### config.mk
export PLATFORM = sky130hd
export DESIGN_NAME = pe_output_packer
export DESIGN_NICKNAME = d
export VERILOG_FILES = /design/src/rtl/pe_output_packer_pkg.sv /design/src/rtl/pe_packer_fifo.sv /design/src/rtl/pe_output_packer.sv
export SDC_FILE = /design/constraint.sdc
export NUM_CORES = 1
export LEC_CHECK = 0
export CAP_MARGIN = 20
export CELL_PAD_IN_SITES_DETAIL_PLACEMENT = 0
export CELL_PAD_IN_SITES_GLOBAL_PLACEMENT = 2
export CORE_MARGIN = 2
export CORE_UTILIZATION = 41
export DETAILED_ROUTE_END_ITERATION = 10
export GPL_ROUTABILITY_DRIVEN = 0
export PLACE_DENSITY = 0.89
export SYNTH_ARGS = -nofsm -noshare
export SYNTH_HDL_FRONTEND = slang
export SYNTH_SLANG_ARGS = --single-unit
export TNS_END_PERCENT = 10
### constraint.sdc
create_clock -name clk -period 8.34 [get_ports clk]
set_clock_uncertainty 0.05 [all_clocks]
set_input_delay 0.834 -clock clk [delete_from_list [all_inputs] [get_ports clk]]
set_output_delay 0.834 -clock clk [all_outputs]
set_load 0.02 [all_outputs]
### src/rtl/pe_output_packer_pkg.sv
// Shared types and helpers for the PE output packer: precision encoding,
// FSM states and per-precision lane geometry.
package pe_output_packer_pkg;

  localparam int ACC_DATA_WIDTH = 32;
  localparam int ACT_DATA_WIDTH = 8;

  typedef enum logic [1:0] {
    PREC_8     = 2'd0,
    PREC_4     = 2'd1,
    PREC_2     = 2'd2,
    PREC_8_ALT = 2'd3
  } prec_e;

  typedef enum logic [1:0] {
    S_IDLE,
    S_PACK,
    S_DRAIN,
    S_DONE
  } state_e;

  function automatic logic [3:0] elem_width(prec_e p);
    case (p)
      PREC_4:  return 4'd4;
      PREC_2:  return 4'd2;
      default: return 4'd8;
    endcase
  endfunction

  // Index of the last lane in a 32-bit word for this precision.
  function automatic logic [3:0] last_lane(prec_e p);
    case (p)
      PREC_4:  return 4'd7;
      PREC_2:  return 4'd15;
      default: return 4'd3;
    endcase
  endfunction

endpackage

### src/rtl/pe_packer_fifo.sv
// Output word FIFO for the packer: holds data, address and last flag per entry.
// Head entry is read straight from the storage flops, so it is stable until popped.
module pe_packer_fifo
  import pe_output_packer_pkg::*;
#(
  parameter int FIFO_DEPTH = 4,
  parameter int ADDR_WIDTH = 16
) (
  input  logic                      clk,
  input  logic                      reset,
  input  logic                      push,
  input  logic [ACC_DATA_WIDTH-1:0] push_data,
  input  logic [ADDR_WIDTH-1:0]     push_addr,
  input  logic                      push_last,
  input  logic                      pop,
  output logic                      full,
  output logic                      empty,
  output logic [ACC_DATA_WIDTH-1:0] rd_data,
  output logic [ADDR_WIDTH-1:0]     rd_addr,
  output logic                      rd_last
);

  localparam int PTR_W = (FIFO_DEPTH > 1) ? $clog2(FIFO_DEPTH) : 1;
  localparam logic [PTR_W:0] DEPTH_C = (PTR_W+1)'(FIFO_DEPTH);

  logic [ACC_DATA_WIDTH-1:0] data_q [FIFO_DEPTH];
  logic [ADDR_WIDTH-1:0]     addr_q [FIFO_DEPTH];
  logic [FIFO_DEPTH-1:0]     last_q;
  logic [PTR_W-1:0]          wr_ptr_q, rd_ptr_q;
  logic [PTR_W:0]            cnt_q;
  logic                      do_push, do_pop;

  assign full    = (cnt_q == DEPTH_C);
  assign empty   = (cnt_q == '0);
  assign do_push = push && !full;
  assign do_pop  = pop && !empty;

  assign rd_data = data_q[rd_ptr_q];
  assign rd_addr = addr_q[rd_ptr_q];
  assign rd_last = last_q[rd_ptr_q];

  always_ff @(posedge clk or negedge reset) begin
    if (!reset) begin
      for (int i = 0; i < FIFO_DEPTH; i++) begin
        data_q[i] <= '0;
        addr_q[i] <= '0;
      end
      last_q   <= '0;
      wr_ptr_q <= '0;
      rd_ptr_q <= '0;
      cnt_q    <= '0;
    end else begin
      if (do_push) begin
        data_q[wr_ptr_q] <= push_data;
        addr_q[wr_ptr_q] <= push_addr;
        last_q[wr_ptr_q] <= push_last;
        wr_ptr_q         <= wr_ptr_q + 1'b1;
      end
      if (do_pop) rd_ptr_q <= rd_ptr_q + 1'b1;
      if (do_push && !do_pop)      cnt_q <= cnt_q + 1'b1;
      else if (!do_push && do_pop) cnt_q <= cnt_q - 1'b1;
    end
  end

endmodule

### src/rtl/pe_output_packer.sv
// Packs a stream of signed PE outputs into 32-bit memory words at 8/4/2-bit
// precision. Define PE_PACKER_SATURATE_EN to clamp inputs instead of truncating.
module pe_output_packer
  import pe_output_packer_pkg::*;
#(
  parameter int FIFO_DEPTH = 4,
  parameter int ADDR_WIDTH = 16
) (
  input  logic                  clk,
  input  logic                  reset,
  input  logic                  start,
  input  logic [1:0]            precision,
  input  logic [15:0]           num_elements,
  input  logic [ADDR_WIDTH-1:0] base_addr,
  input  logic                  in_valid,
  output logic                  in_ready,
  input  logic [31:0]           in_data,
  output logic                  out_valid,
  input  logic                  out_ready,
  output logic [31:0]           out_data,
  output logic [ADDR_WIDTH-1:0] out_addr,
  output logic                  out_last,
  output logic                  busy,
  output logic                  done
);

  state_e                  state_q, state_d;
  prec_e                   prec_q, prec_d;
  logic [15:0]             num_q, num_d, cnt_q, cnt_d;
  logic [3:0]              lane_q, lane_d;
  logic [31:0]             word_q, word_d;
  logic [ADDR_WIDTH-1:0]   waddr_q, waddr_d;

  logic                    fifo_full, fifo_empty;
  logic                    accept, last_elem, push;
  logic [3:0]              w;
  logic [4:0]              sh;
  logic [31:0]             elem_v, push_word;

  assign w         = elem_width(prec_q);
  assign sh        = 5'(lane_q) * 5'(w);
  assign in_ready  = (state_q == S_PACK) && !fifo_full;
  assign accept    = in_valid && in_ready;
  assign last_elem = (cnt_q == num_q - 16'd1);
  assign push      = accept && (lane_q == last_lane(prec_q) || last_elem);
  assign push_word = word_q | ((elem_v & ((32'd1 << w) - 32'd1)) << sh);
  assign out_valid = !fifo_empty;
  assign busy      = (state_q != S_IDLE);
  assign done      = (state_q == S_DONE);

`ifdef PE_PACKER_SATURATE_EN
  logic signed [31:0] in_s, smax, smin;
  assign in_s = in_data;
  always_comb begin
    smax = 32'sd127;
    smin = -32'sd128;
    case (prec_q)
      PREC_4:  begin smax = 32'sd7; smin = -32'sd8; end
      PREC_2:  begin smax = 32'sd1; smin = -32'sd2; end
      default: ;
    endcase
    if (in_s > smax)      elem_v = smax;
    else if (in_s < smin) elem_v = smin;
    else                  elem_v = in_s;
  end
`else
  assign elem_v = in_data;
`endif

  always_comb begin
    state_d = state_q;
    prec_d  = prec_q;
    num_d   = num_q;
    cnt_d   = cnt_q;
    lane_d  = lane_q;
    word_d  = word_q;
    waddr_d = waddr_q;
    unique case (state_q)
      S_IDLE: if (start) begin
        prec_d  = prec_e'(precision);
        num_d   = num_elements;
        waddr_d = base_addr;
        cnt_d   = '0;
        lane_d  = '0;
        word_d  = '0;
        state_d = (num_elements == 16'd0) ? S_DONE : S_PACK;
      end
      S_PACK: if (accept) begin
        cnt_d = cnt_q + 16'd1;
        if (push) begin
          lane_d  = '0;
          word_d  = '0;
          waddr_d = waddr_q + ADDR_WIDTH'(4);
        end else begin
          lane_d = lane_q + 4'd1;
          word_d = push_word;
        end
        if (last_elem) state_d = S_DRAIN;
      end
      // Only the final word carries last, so its handshake ends the transfer.
      S_DRAIN: if (out_valid && out_ready && out_last) state_d = S_DONE;
      S_DONE:  state_d = S_IDLE;
      default: state_d = S_IDLE;
    endcase
  end

  always_ff @(posedge clk or negedge reset) begin
    if (!reset) begin
      state_q <= S_IDLE;
      prec_q  <= PREC_8;
      num_q   <= '0;
      cnt_q   <= '0;
      lane_q  <= '0;
      word_q  <= '0;
      waddr_q <= '0;
    end else begin
      state_q <= state_d;
      prec_q  <= prec_d;
      num_q   <= num_d;
      cnt_q   <= cnt_d;
      lane_q  <= lane_d;
      word_q  <= word_d;
      waddr_q <= waddr_d;
    end
  end

  pe_packer_fifo #(
    .FIFO_DEPTH(FIFO_DEPTH),
    .ADDR_WIDTH(ADDR_WIDTH)
  ) u_fifo (
    .clk      (clk),
    .reset    (reset),
    .push     (push),
    .push_data(push_word),
    .push_addr(waddr_q),
    .push_last(last_elem),
    .pop      (out_ready),
    .full     (fifo_full),
    .empty    (fifo_empty),
    .rd_data  (out_data),
    .rd_addr  (out_addr),
    .rd_last  (out_last)
  );

endmodule

==> impl_metrics.py <==
metrics = {
    "outcome": {
        "run_status": "finished clean",
    },
    "finish": {
        "final_common_cell": "dfrtp_1",
        "finalCoreUtilization_pct": 49.1,
        "area_growth_pct": 18.5,
        "final_cell_mix": "289 x dfrtp_1, 220 x nor2_1, 191 x a21oi_1",
        "antenna_cells": 0,
        "fin_area_mm2": 0.0169,
        "nets": 1491,
        "drive_above_1_share_pct": 14.9,
    },
    "synthesis": {
        "ys.flop_type": "dfrtp_1",
        "avgSynthCellArea_um2": 10.7,
        "syn-num-nets": 1421,
        "ys_types": 71,
        "ys_seq_area_share_pct": 51.2,
        "syn_inst": 1326,
        "synth_edf_count": 0,
        "async_flop_share_pct": 100,
        "syn_area_mm2": 0.0142,
        "ys_warn_count": 0,
        "synth-seq-cells": 291,
    },
    "pwr": {
        "ir_drop_mv": 0.226,
        "p_comb_share_pct": 36.5,
        "power_leakage_nw": 7.45,
        "switchingPower_w": 0.00225,
        "switching_share_pct": 37.6,
        "pwr-share-clk_pct": 26.9,
        "seqPwrFrac_pct": 36.6,
        "power.density_mw_per_mm2": 354,
        "p_int_w": 0.00373,
    },
    "drt": {
        "route.met3.wl_mm": 1.40,
        "dr_total_vias": 10200,
        "drc": 0,
        "dr.max_layer_used": "met4",
        "post_drt_wl_per_cell_um": 18.9,
        "drt_pass1_iterations": 5,
        "wl_met2_mm": 17.3,
        "vias_per_cell": 5.44,
        "drt_iter0_markers": 596,
        "routed_wl_mm": 35.4,
        "m1WireLength_mm": 16.0,
        "drtAntennaViolNets": 0,
    },
    "global_route": {
        "gr-total-overflow": 0,
        "antenna_found_initial": 0,
        "globalRouteTotalUtil_pct": 20.3,
        "grt_first_pass_wirelength_mm": 58.0,
        "grt_pass1_vias": 10300,
        "grt_max_degree": 81,
    },
    "timing": {
        "setup_violations": 0,
        "fin_tns_setup_ps": 0,
        "worst_slew_pin_slew_ps": 1020,
        "hold_viol_final": 0,
        "max_slew_margin_pct": 32.1,
        "rsz0062_at_grt": "no",
        "min_period_ps": 4560,
        "max_freq_mhz": 219,
        "slew_violations": 0,
        "hold_ws_ps": 232,
        "finalCritPeriodShare_pct": 54.7,
    },
    "clock_tree": {
        "post_cts_buffers": 0,
        "htreeDepth": 2,
        "cts.clk_slew.worst_paths_ps": 60,
        "cts_root_buf": "clkbuf_16",
        "cts-buffers-inserted": 34,
        "cts_buffer_depth": 3,
        "cts_tree": "done",
        "cts_hold_buf": 0,
        "clkSinkCount": 291,
        "clkLatencyLatePin_ps": 500,
        "ctsResizeCount": 0,
    },
    "placement": {
        "place_hpwl_mm": 23.0,
        "placed_area_mm2": 0.0156,
        "portBuffers": 106,
    },
    "worst_setup_path": {
        "required_ps": 8710,
        "end_kind": "flip-flop",
        "worstPathMaxFanout": 21,
        "start_kind": "flip-flop",
        "cp.arrival_ps": 4930,
        "crit_type": "reg2reg",
    },
    "worst_hold_path": {
        "hp-class": "in2async",
    },
    "die": {
        "dieArea_mm2": 0.0362,
        "die-width_um": 190,
        "row_count": 68,
        "start_util_pct": 41.4,
        "ios": 124,
        "coreArea_mm2": 0.0344,
        "fp.dieH_um": 190,
    },
    "job": {
        "maxCapViolCount": 0,
    },
}
## per-stage QoR
stage,setup WS (ps),std cells,total power [W]
2_1_floorplan,4520,1326,0.00364
3_3_place_gp,3790,1813,0.00436
3_5_place_dp,3790,1813,0.00441
4_1_cts,3760,1873,0.00604
5_1_grt,3540,1875,0.00638
6_report,3780,1875,0.00598
## routing by layer
metal | track usage, % | vias to the layer above
met1 | 28.6 | 5086
met5 | 0 | -
met2 | 33.5 | 204
met3 | 2.80 | 40
met4 | 4.53 | 0
li1 | - | 4864
## synthesized netlist by cell type (all sizes together) (22+ instances only)
cell type,count,area [um^2]
dfrtp,291,7280
nor2,220,826
a21oi,197,1020
mux2,84,946
nand2,55,206
buf,52,269
mux4,49,1100
o21ai,39,195
clkbuf,37,139
nand3,28,140
ha,22,275
xnor2,22,193
## logic make-up after synthesis
logic type / share of synthesized area [%]
xor+xnor: 2.58
fa+ha+maj: 2.22
other cells: 0.0264
simple gates: 13.4
flops: 51.2
compound gates: 12.3
mux: 15.0
buf+inv: 3.34
## area by class of cell
| class | count | area (um^2) |
|---|---|---|
| Inverter | 18 | 67.6 |
| Sequential cell | 291 | 7290 |
| Fill cell | 3186 | 17500 |
| Clock inverter | 15 | 231 |
| Clock buffer | 45 | 983 |
| Timing Repair Buffer | 123 | 1220 |
| Tap cell | 455 | 569 |
| Multi-Input combinational cell | 928 | 6510 |
## worst max-delay path, cell delays in order (launching register included)
cell and delay [ps]:
dfrtp_1 430, inv_1 80, ha_1 240, or3b_2 530
or3_1 440, nor4bb_1 290, nor3_1 90, nand4bb_1 180
buf_4 230, a21oi_2 740, ha_1 330, inv_1 60
fa_1 370, xor2_1 150, nor2_1 110, xor2_1 150
## registers in the layout, summed over array words and instances, names as in the netlist
name / cells
cnt_q: 16
lane_q: 4
num_q: 16
prec_q: 2
state_q: 2
u_fifo.addr_q: 64
u_fifo.cnt_q: 3
u_fifo.data_q: 128
u_fifo.last_q: 4
u_fifo.rd_ptr_q: 2
u_fifo.wr_ptr_q: 2
waddr_q: 16
word_q: 32
## power by group through the flow
stage	combinational, W	clock (W)	sequential [W]
2_1_floorplan	0.00164	0	0.00200
3_3_place_gp	0.00216	0	0.00220
3_5_place_dp	0.00219	0	0.00222
4_1_cts	0.00220	0.00164	0.00219
5_1_grt	0.00242	0.00170	0.00226
6_report	0.00218	0.00161	0.00219
## worst paths after layout
| check | cells after the start | to | start | slack [ps] |
|---|---|---|---|---|
| setup / recovery | 15 | u_fifo.cnt_q[2] | num_q[0] | 3780 |
| hold / removal | 1 | u_fifo.data_q[112] | reset | 230 |
| setup reg to reg | 15 | u_fifo.cnt_q[2] | num_q[0] | 3780 |
| hold reg to reg | 1 | u_fifo.addr_q[6] | u_fifo.addr_q[6] | 430 |
| max in group asynchronous | 2 | u_fifo.rd_ptr_q[1] | reset | 6550 |
| min in group clk | 1 | u_fifo.addr_q[6] | u_fifo.addr_q[6] | 430 |
Power figures use the tool's default switching activity.
